### src/rtl/uart_pkg.sv
// ============================================================================
// Module      : uart_pkg
// Description : Shared UART state encodings, default width and parity helper.
// Revision    : 1.0 - initial release
// ============================================================================
`default_nettype none

package uart_pkg;

    localparam int DATA_WIDTH_DEFAULT = 8;
    localparam int PARITY_MAX_WIDTH   = 32;

    typedef enum logic [2:0] {
        TX_IDLE   = 3'd0,
        TX_START  = 3'd1,
        TX_DATA   = 3'd2,
        TX_PARITY = 3'd3,
        TX_STOP   = 3'd4
    } tx_state_t;

    typedef enum logic [2:0] {
        RX_IDLE   = 3'd0,
        RX_START  = 3'd1,
        RX_DATA   = 3'd2,
        RX_PARITY = 3'd3,
        RX_STOP   = 3'd4
    } rx_state_t;

    // Callers zero-extend their payload; zero bits do not disturb the XOR.
    function automatic logic calc_parity(input logic [PARITY_MAX_WIDTH-1:0] data,
                                         input logic                        odd);
        return (^data) ^ odd;
    endfunction

endpackage

`default_nettype wire

### src/rtl/uart_rx.sv
// ============================================================================
// Module      : uart_rx
// Description : UART receiver with 3-sample majority vote per bit.
// Revision    : 1.0 - initial release
// ============================================================================
`default_nettype none

module uart_rx
    import uart_pkg::*;
#(
    parameter int DATA_WIDTH = DATA_WIDTH_DEFAULT
) (
    input  logic                  i_clk,
    input  logic                  i_rst_n,
    input  logic                  i_rx,
    input  logic [5:0]            i_prescale,
    input  logic                  i_par_en,
    input  logic                  i_par_typ,
    output logic [DATA_WIDTH-1:0] o_data,
    output logic                  o_valid
);

    localparam int               BIT_W    = (DATA_WIDTH > 1) ? $clog2(DATA_WIDTH) : 1;
    localparam logic [BIT_W-1:0] LAST_BIT = BIT_W'(DATA_WIDTH - 1);

    rx_state_t             r_state;
    rx_state_t             w_state_nxt;
    logic [5:0]            r_cnt;
    logic [5:0]            r_prescale;
    logic [BIT_W-1:0]      r_bit;
    logic [DATA_WIDTH-1:0] r_shift;
    logic [DATA_WIDTH-1:0] r_data;
    logic                  r_valid;
    logic                  r_par_en;
    logic                  r_par_typ;
    logic                  r_par_ok;
    logic                  r_s0;
    logic                  r_s1;
    logic [5:0]            w_mid;
    logic                  w_bit_end;
    logic                  w_sample;
    logic                  w_maj;

    assign w_mid     = {1'b0, r_prescale[5:1]};
    assign w_bit_end = (r_cnt == r_prescale - 6'd1);
    assign w_sample  = (r_cnt == w_mid + 6'd1);
    // Third vote is the live line value at the last sample point.
    assign w_maj     = (r_s0 & r_s1) | (r_s0 & i_rx) | (r_s1 & i_rx);
    assign o_data    = r_data;
    assign o_valid   = r_valid;

    always_ff @(posedge i_clk or negedge i_rst_n) begin
        if (!i_rst_n) begin
            r_state <= RX_IDLE;
        end else begin
            r_state <= w_state_nxt;
        end
    end

    always_comb begin
        w_state_nxt = r_state;
        case (r_state)
            RX_IDLE: begin
                if (!i_rx) w_state_nxt = RX_START;
            end
            RX_START: begin
                if (w_sample && w_maj) w_state_nxt = RX_IDLE;
                else if (w_bit_end)    w_state_nxt = RX_DATA;
            end
            RX_DATA: begin
                if (w_bit_end && (r_bit == LAST_BIT))
                    w_state_nxt = r_par_en ? RX_PARITY : RX_STOP;
            end
            RX_PARITY: begin
                if (w_bit_end) w_state_nxt = RX_STOP;
            end
            RX_STOP: begin
                if (w_bit_end) w_state_nxt = RX_IDLE;
            end
            default: w_state_nxt = RX_IDLE;
        endcase
    end

    always_ff @(posedge i_clk or negedge i_rst_n) begin
        if (!i_rst_n) begin
            r_cnt      <= 6'd0;
            r_bit      <= '0;
            r_prescale <= 6'd0;
            r_shift    <= '0;
            r_data     <= '0;
            r_valid    <= 1'b0;
            r_par_en   <= 1'b0;
            r_par_typ  <= 1'b0;
            r_par_ok   <= 1'b1;
            r_s0       <= 1'b1;
            r_s1       <= 1'b1;
        end else if (r_state == RX_IDLE) begin
            r_cnt <= 6'd0;
            r_bit <= '0;
            if (!i_rx) begin
                r_prescale <= i_prescale;
                r_par_en   <= i_par_en;
                r_par_typ  <= i_par_typ;
                r_par_ok   <= 1'b1;
            end
        end else begin
            r_cnt <= w_bit_end ? 6'd0 : r_cnt + 6'd1;
            if (r_cnt == w_mid - 6'd1) r_s0 <= i_rx;
            if (r_cnt == w_mid)        r_s1 <= i_rx;
            if ((r_state == RX_DATA) && w_bit_end)
                r_bit <= (r_bit == LAST_BIT) ? '0 : r_bit + 1'b1;
            // Valid clears only on a confirmed start, so glitches leave outputs untouched.
            if (w_sample) begin
                case (r_state)
                    RX_START:  if (!w_maj) r_valid <= 1'b0;
                    RX_DATA:   r_shift <= {w_maj, r_shift[DATA_WIDTH-1:1]};
                    RX_PARITY: r_par_ok <= (w_maj == calc_parity(PARITY_MAX_WIDTH'(r_shift), r_par_typ));
                    RX_STOP: begin
                        if (w_maj && r_par_ok) begin
                            r_data  <= r_shift;
                            r_valid <= 1'b1;
                        end
                    end
                    default: ;
                endcase
            end
        end
    end

endmodule

`default_nettype wire

### src/rtl/uart_tx.sv
// ============================================================================
// Module      : uart_tx
// Description : UART transmitter, LSB first, optional parity, one stop bit.
// Revision    : 1.0 - initial release
// ============================================================================
`default_nettype none

module uart_tx
    import uart_pkg::*;
#(
    parameter int DATA_WIDTH = DATA_WIDTH_DEFAULT
) (
    input  logic                  i_clk,
    input  logic                  i_rst_n,
    input  logic [DATA_WIDTH-1:0] i_data,
    input  logic                  i_valid,
    input  logic [5:0]            i_prescale,
    input  logic                  i_par_en,
    input  logic                  i_par_typ,
    output logic                  o_tx,
    output logic                  o_busy
);

    localparam int               BIT_W    = (DATA_WIDTH > 1) ? $clog2(DATA_WIDTH) : 1;
    localparam logic [BIT_W-1:0] LAST_BIT = BIT_W'(DATA_WIDTH - 1);

    tx_state_t             r_state;
    tx_state_t             w_state_nxt;
    logic [5:0]            r_cnt;
    logic [5:0]            r_prescale;
    logic [BIT_W-1:0]      r_bit;
    logic [DATA_WIDTH-1:0] r_data;
    logic                  r_par_en;
    logic                  r_par_typ;
    logic                  w_bit_end;

    assign w_bit_end = (r_cnt == r_prescale - 6'd1);
    assign o_busy    = (r_state != TX_IDLE);

    always_ff @(posedge i_clk or negedge i_rst_n) begin
        if (!i_rst_n) begin
            r_state <= TX_IDLE;
        end else begin
            r_state <= w_state_nxt;
        end
    end

    always_comb begin
        w_state_nxt = r_state;
        o_tx        = 1'b1;
        case (r_state)
            TX_IDLE: begin
                if (i_valid) w_state_nxt = TX_START;
            end
            TX_START: begin
                o_tx = 1'b0;
                if (w_bit_end) w_state_nxt = TX_DATA;
            end
            TX_DATA: begin
                o_tx = r_data[r_bit];
                if (w_bit_end && (r_bit == LAST_BIT))
                    w_state_nxt = r_par_en ? TX_PARITY : TX_STOP;
            end
            TX_PARITY: begin
                o_tx = calc_parity(PARITY_MAX_WIDTH'(r_data), r_par_typ);
                if (w_bit_end) w_state_nxt = TX_STOP;
            end
            TX_STOP: begin
                if (w_bit_end) w_state_nxt = TX_IDLE;
            end
            default: w_state_nxt = TX_IDLE;
        endcase
    end

    // Frame settings are captured once at the request so mid-frame input changes are harmless.
    always_ff @(posedge i_clk or negedge i_rst_n) begin
        if (!i_rst_n) begin
            r_cnt      <= 6'd0;
            r_bit      <= '0;
            r_prescale <= 6'd0;
            r_data     <= '0;
            r_par_en   <= 1'b0;
            r_par_typ  <= 1'b0;
        end else if (r_state == TX_IDLE) begin
            r_cnt <= 6'd0;
            r_bit <= '0;
            if (i_valid) begin
                r_prescale <= i_prescale;
                r_data     <= i_data;
                r_par_en   <= i_par_en;
                r_par_typ  <= i_par_typ;
            end
        end else begin
            r_cnt <= w_bit_end ? 6'd0 : r_cnt + 6'd1;
            if ((r_state == TX_DATA) && w_bit_end)
                r_bit <= (r_bit == LAST_BIT) ? '0 : r_bit + 1'b1;
        end
    end

endmodule

`default_nettype wire

### src/rtl/uart_top.sv
// ============================================================================
// Module      : uart_top
// Description : Full-duplex UART: independent transmitter and receiver.
// Revision    : 1.0 - initial release
// ============================================================================
`default_nettype none

module uart_top
    import uart_pkg::*;
#(
    parameter int DATA_WIDTH = DATA_WIDTH_DEFAULT
) (
    input  logic                  CLK,
    input  logic                  RST,
    input  logic [DATA_WIDTH-1:0] TX_IN_P,
    input  logic                  TX_IN_V,
    input  logic                  RX_IN_S,
    input  logic [5:0]            prescale,
    input  logic                  PAR_EN,
    input  logic                  PAR_TYP,
    output logic                  TX_OUT_S,
    output logic                  TX_OUT_V,
    output logic [DATA_WIDTH-1:0] RX_OUT_P,
    output logic                  RX_OUT_V
);

    uart_tx #(
        .DATA_WIDTH (DATA_WIDTH)
    ) u_tx (
        .i_clk      (CLK),
        .i_rst_n    (RST),
        .i_data     (TX_IN_P),
        .i_valid    (TX_IN_V),
        .i_prescale (prescale),
        .i_par_en   (PAR_EN),
        .i_par_typ  (PAR_TYP),
        .o_tx       (TX_OUT_S),
        .o_busy     (TX_OUT_V)
    );

    uart_rx #(
        .DATA_WIDTH (DATA_WIDTH)
    ) u_rx (
        .i_clk      (CLK),
        .i_rst_n    (RST),
        .i_rx       (RX_IN_S),
        .i_prescale (prescale),
        .i_par_en   (PAR_EN),
        .i_par_typ  (PAR_TYP),
        .o_data     (RX_OUT_P),
        .o_valid    (RX_OUT_V)
    );

endmodule

`default_nettype wire

### config.mk
export PLATFORM = sky130hd
export DESIGN_NAME = uart_top
export DESIGN_NICKNAME = d
export VERILOG_FILES = /design/src/rtl/uart_pkg.sv /design/src/rtl/uart_rx.sv /design/src/rtl/uart_tx.sv /design/src/rtl/uart_top.sv
export SDC_FILE = /design/constraint.sdc
export NUM_CORES = 1
export LEC_CHECK = 0
export CAP_MARGIN = 15
export CELL_PAD_IN_SITES_DETAIL_PLACEMENT = 1
export CELL_PAD_IN_SITES_GLOBAL_PLACEMENT = 2
export CORE_UTILIZATION = 27
export DETAILED_ROUTE_END_ITERATION = 8
export HOLD_SLACK_MARGIN = 0.02
export MAX_ROUTING_LAYER = met4
export PLACE_DENSITY = 0.65
export SYNTH_ARGS = -nofsm -noshare
export SYNTH_HDL_FRONTEND = slang
export SYNTH_SLANG_ARGS = --single-unit
export TNS_END_PERCENT = 5
### constraint.sdc
create_clock -name CLK -period 3.15 [get_ports CLK]
set_input_delay 0.63 -clock CLK [delete_from_list [all_inputs] [get_ports CLK]]
set_output_delay 0.63 -clock CLK [all_outputs]
set_load 0.01 [all_outputs]
== Word-level counts from Yosys, hierarchy flattened ==
Cells that the tools add are included.

* Flip-flop bits (word level): 68
* Bits in latches: 0
* RAM bits: 0
* Bits in read-only memories: 0
* Bits of input ports: 20
* Logic and storage cells: 126
* Memories kept: 0

* Add/subtract/negate cells: 8
* Multiply operators: 0
* Divide/modulo/power cells: 0
* Magnitude comparators: 1
* Equal/unequal tests: 28
* Shift operators: 0
* Muxes and demuxes: 35
* Bitwise operators: 9
* Reductions and logical operators: 26

{| class="wikitable"
|+ Operators by type and width
! operator !! count
|-
| XOR reduction 32 bit || 2
|-
| 2-to-1 mux 3 bit || 19
|-
| one-hot mux 3 bit (5 select lines) || 2
|-
| equality test 6 bit || 4
|-
| 2-to-1 mux 6 bit || 4
|-
| != test 2 x 1 -> 1 bit, second input constant || 8
|-
| AND reduction 5 bit || 3
|-
| adder 6 x 1 -> 6 bit, second input constant || 2
|-
| equality test 3 x 2 -> 1 bit, second input constant || 4
|-
| equality test 3 bit, second input constant || 4
|-
| subtractor 6 x 1 -> 6 bit, second input constant || 2
|-
| nonzero test 2 bit || 5
|-
| AND reduction 2 bit || 4
|-
| 2-to-1 mux 1 bit || 7
|-
| adder 3 x 1 -> 3 bit, second input constant || 2
|-
| adder 5 x 1 -> 6 bit, second input constant || 1
|-
| equality test 3 x 1 -> 1 bit, second input constant || 2
|-
| equality test 6 x 5 -> 1 bit || 1
|-
| logical AND 1 bit || 6
|-
| zero test 3 bit || 2
|-
| != test 2 bit, second input constant || 3
|-
| AND reduction 3 bit || 2
|-
| subtractor 5 x 1 -> 6 bit, second input constant || 1
|-
| less-than comparator 3 x 4 -> 1 bit, second input constant || 1
|-
| 11 further kinds || 16
|}

== Depth between registers and ports, before layout ==
Gate-level depths: netlist of the first run.

* Word-level depth: 7
* Depth in mapped cells: 8
* Depth with buffers taken out: 7

== Hierarchy ==
From an unflattened synthesis of the first run, not the netlist that was laid out.

* Cells, all modules: 349
* Area, all modules: 3814.9 um^2

{| class="wikitable"
|+ By module, submodules not included
! module !! instances !! cells an instance !! area each (um^2)
|-
| uart_rx || 1 || 213 || 2296.0
|-
| uart_tx || 1 || 136 || 1519.0
|}

== Worst setup path after synthesis of the first run ==
No wires, ideal clock.

* Path type: flip-flop to flip-flop
* Start point: register u_rx.r_prescale[2]
* End point: register u_rx.r_data[0], in the netlist u_rx.o_data[0]
* Setup time: 0.125 ns
* Arrival: 2.178 ns
* Required time: 3.025 ns
* Path slack: 0.846 ns
* Stages on the path, launching flop included: 8
* Path buffers: 1
* Path through: dfrtp_1 -> ha_1 -> and3b_1 -> or3_1 -> a31oi_1 -> or4_1 -> buf_6 -> mux2_4

* Word-level cells in the longest chain between the ends: 3

{| class="wikitable"
|+ Ends and longest elaborated chain
! item !! line !! source
|-
| start: declaration || uart_rx.sv:29 || <nowiki>logic [5:0] r_prescale;</nowiki>
|-
| start signal: assignment || uart_rx.sv:101 || <nowiki>r_prescale <= i_prescale;</nowiki>
|-
| adder 5 x 1 -> 6 bit || uart_rx.sv:46 || <nowiki>assign w_sample = (r_cnt == w_mid + 6'd1);</nowiki>
|-
| equality test 6 bit || uart_rx.sv:46 ||
|-
| AND reduction 4 bit (no line) || - ||
|-
| end signal: assignment || uart_rx.sv:120 || <nowiki>r_data <= r_shift;</nowiki>
|-
| end: declaration || uart_rx.sv:32 || <nowiki>logic [DATA_WIDTH-1:0] r_data;</nowiki>
|}

Every way passes these cells.
A chain may end at the register's enable or synchronous reset.

== Worst setup path after layout of the first run ==
* Start point: register u_tx.r_data[2]
* End point: output TX_OUT_S

* Word-level cells in the longest chain between the ends: 3
* Elaborated cells on any way between the ends: 5
* Those cells by class: 3 x mux; 1 x bitwise; 1 x reduce/logical

{| class="wikitable"
|+ Ends and longest elaborated chain
! item !! line !! source
|-
| start: declaration || uart_tx.sv:32 || <nowiki>logic [DATA_WIDTH-1:0] r_data;</nowiki>
|-
| start signal: assignment || uart_tx.sv:89 || <nowiki>r_data <= i_data;</nowiki>
|-
| XOR reduction 32 bit / binary-select mux 1 bit (select 3 bit) (equally long branches) || uart_pkg.sv:32, uart_tx.sv:60 ||
|-
| bitwise XOR 1 bit / 2-to-1 mux 1 bit (equally long branches) || uart_pkg.sv:32, uart_tx.sv:60 ||
|-
| one-hot mux 1 bit (3 select lines) (*) || uart_tx.sv:51 || <nowiki>case (r_state)</nowiki>
|-
| end: declaration || uart_top.sv:21 || <nowiki>output logic TX_OUT_S,</nowiki>
|}

Mark *: on every way between the ends. The rest lies on a longest branch, timed or not. The select of a mux whose other input is x is not followed.

==> impl_results.md, run 1 <==
- Area of placed instances: 0.004453 mm^2
- CTS Hold Bufs: 0
- Most common cell after layout, fill and taps aside: dfrtp_1
- Mapped Area: 0.003911 mm^2
- Vias: 2,900
- DR pass1 iterations: 4
- Share of cells above drive strength 1: 12.65%
- Routability cong.: 0.7371
- Final instance area: 0.004716 mm^2
- Arr. time, crit path: 2.31 ns
- H-tree depth: 3
- HP Class: in2async
- Required time of the worst setup path: 2.52 ns
- Critical-path top delay cell: clkdlybuf4s50_1
- Die Ht: 122.4 um
- CP max FO: 3
- Port bufs: 30
- DP HPWL: 6751 um
- Mapped Nets: 400
- Most used routing layer: met2
- Antenna violations before repair: 0
- Worst-skew pair later-pin latency: 0.33 ns
- Total GRT Usage: 14.31%
- RR Endpoint: u_rx.o_data[4]$_DFFE_PN0P_
- Fin. Hold Viols: 0
- Min Tclk post-route: 2.936 ns
- Yosys Warn Count: 0
- Yosys reg bits: 68
- Post-CTS Setup Bufs: 0
- Met2 global-route usage: 23.63%
- Max rail drop VDD: 0.0002729 V
- Max Cap Violations: 0
- Status: finished clean
- Vias in the first global route: 3,142
- RSZ-0062 raised after global routing: false
- Die Area: 0.01497 mm^2
- WL/cell: 15.96 um
- Drt drc: 0
- CP Cell Sequence: xor2_1, xnor3_1, xnor2_1, a21oi_1, o21bai_1, clkdlybuf4s50_1
- Max Fclk: 0.3406 GHz
- Clk root buf: clkbuf_16
- Met1 Track Usage GR: 17.55%
- Met3 usage: 3.067%
- Chip width: 122.4 um
- First-pass GRT wire length: 16,130 um
- Iteration-0 DRC Markers: 88
- Final Max Slew Viols: 0
- Worst-case clock buffer depth: 2
- Crit. End Element: primary output
- Critical path's largest stage delay: 0.56 ns
- Fillers: 1,610
- Post-route clock period utilization: 93.22%
- CTS Buf Count: 9
- Final global-route overflow total: 0
- Power Density: 693.5 mW/mm^2
- Initial Utilization: 27.96%
- Leakage: 2.053 nW
- Core area: 0.01399 mm^2
- CTS tree: done
- # clock sinks: 68
- Most frequent cells in the layout: 65 x dfrtp_1, 31 x nand2_1, 29 x xnor2_1, 29 x clkdlybuf4s50_1, 20 x mux2_1
- Mapped Cells: 369
- FF-to-FF setup slack: 0.50 ns
- Final Setup Violations: 0
- Layout net count: 437
- Async SR Flop Fraction: 100.0%
- WL final: 9434 um
- FF-to-FF path depth: 7
- Synth top area cells: dfrtp_1 42%, xnor2_1 6.5%, mux2_1 5.8%
- Setup TNS: 0 ns
- Max Clock Skew: 0.007493 ns
- Top FF cell, synth: dfrtp_1
- Rel. slew slack: 57.44%
- Diodes inserted: 0
- Largest net degree at the start of global routing: 35
- Worst-Margin Slew: 0.6337 ns
- CTS clk-pin slew, worst paths: 0.06 ns
- R2R Path Start: u_rx.r_prescale[1]$_DFFE_PN0P_
- Seq/Total Area, Yosys: 43.60%
- Yosys cell types: 57
- Setup crit start kind: flop
- Area grow syn2layout: 20.57%
- Post-CTS sizing: 0
- Vias per cell: 4.907
- Avg Inst Size Synth: 10.60 um^2
- Post-DRT Antenna Nets: 0
- Post-synth EDFFs: 0
- # rows: 43
- Top cell type by total area after synthesis: dfrtp_1
- Top cell type's share of synthesized area: 41.59%
- Top Ports: 31
- CP Class: reg2out
## layer usage
layer | part of all wire (%) | vias up
li1 | - | 1394
met1 | 48 | 1462
met2 | 48 | 34
met3 | 2.5 | 10
met4 | 1.2 | 0
met5 | 0 | -
## how the worst max path moves through the flow
| stage | cells past startpoint | endpoint | slack (ns) | startpoint |
|---|---|---|---|---|
| 6_report | 6 | TX_OUT_S | 0.21 | u_tx.r_data[2]$_DFFE_PN0P_ |
| 4_1_cts | 6 | TX_OUT_S | 0.18 | u_tx.r_data[2]$_DFFE_PN0P_ |
| 3_3_place_gp | 5 | u_rx.o_data[3]$_DFFE_PN0P_ | 0.22 | RX_IN_S |
| 3_5_place_dp | 5 | u_rx.o_data[4]$_DFFE_PN0P_ | 0.16 | RX_IN_S |
| 2_1_floorplan | 7 | u_rx.o_data[0]$_DFFE_PN0P_ | 0.85 | u_rx.r_prescale[2]$_DFFE_PN0P_ |
| 5_1_grt | 6 | TX_OUT_S | 0.07 | u_tx.r_data[2]$_DFFE_PN0P_ |
## critical path, delay by kind of cell, from the launching register on
family,cells,cell delay (ns)
xor+xnor,3,0.78
buf+inv,1,0.56
flops,1,0.41
compound gates,2,0.23
## sequential cells by signal, indices dropped and copies added (netlist names), 6 cells and up
signal	count
u_rx.r_cnt	6
u_tx.r_cnt	6
u_rx.r_shift	8
u_rx.o_data	8
u_rx.r_prescale	6
u_tx.r_data	8
u_tx.r_prescale	6
## per-stage QoR
stage	total power [W]	instances	utilization, %	worst slack [ns]	hold WS [ns]
after floorplan	0.002008	369	-	0.8464	0.3344
after global placement	0.002355	575	31.83	0.2183	0.5006
after detailed placement	0.002385	575	31.83	0.1644	0.4976
after CTS	0.003324	591	33.71	0.1761	0.3669
after global routing	0.003499	591	33.71	0.07182	0.3939
final	0.003270	591	33.71	0.2136	0.3555
## power by group
part	total, W	switching, W	internal (W)
clock network	0.000911	0.000379	0.000532
registers	0.00122	0.000214	0.00101
logic	0.00114	0.000618	0.000521
## Yosys cell counts, drive strengths merged, types with 3 or more instances
library cell  number
dfrtp             65
buf                8
a21oi              5
and3               4
nor3b              5
nor3              17
nand2b             4
nor2              12
nand2             31
dfstp              3
o211ai             8
and2               4
mux2              34
ha                11
nor2b              5
nand4              6
a31oi              3
o21bai             3
nor4               7
xor2              17
xnor2             29
or3                3
clkbuf             8
nand3             13
o21ai             18
or4                5
inv               12
## layout make-up
cell class / count / area [um^2] / area share (%)
multi-input cells: 273 / 2092 / 44.36
clock inverters: 4 / 26.28 / 0.5572
repair buffers: 42 / 385.4 / 8.172
clock buffers: 12 / 236.5 / 5.015
inverters: 12 / 45.04 / 0.9552
well taps: 180 / 225.2 / 4.776
flip-flops and latches: 68 / 1705 / 36.16
## kinds of logic (layout without fill, tap and decap cells)
group	count (synthesis)	after routing	share of synthesized area (%)
flops	68	68	43.60
fa+ha+maj	12	12	3.775
buf+inv	28	70	3.071
xor+xnor	47	47	10.88
compound gates	50	50	8.382
simple gates	126	126	18.07
mux	38	38	12.22
(Power assumes the default switching activity.)
==> inputs of run 2 (changes only) <==
--- a/config.mk
+++ b/config.mk
@@ -10,6 +10,7 @@
 export CELL_PAD_IN_SITES_GLOBAL_PLACEMENT = 2
 export CORE_UTILIZATION = 27
 export DETAILED_ROUTE_END_ITERATION = 8
+export GPL_ROUTABILITY_DRIVEN = 0
 export HOLD_SLACK_MARGIN = 0.02
 export MAX_ROUTING_LAYER = met4
 export PLACE_DENSITY = 0.65
==> results of run 2 <==
Same layout as run 1: the final DEF is identical, and so are final timing and power.
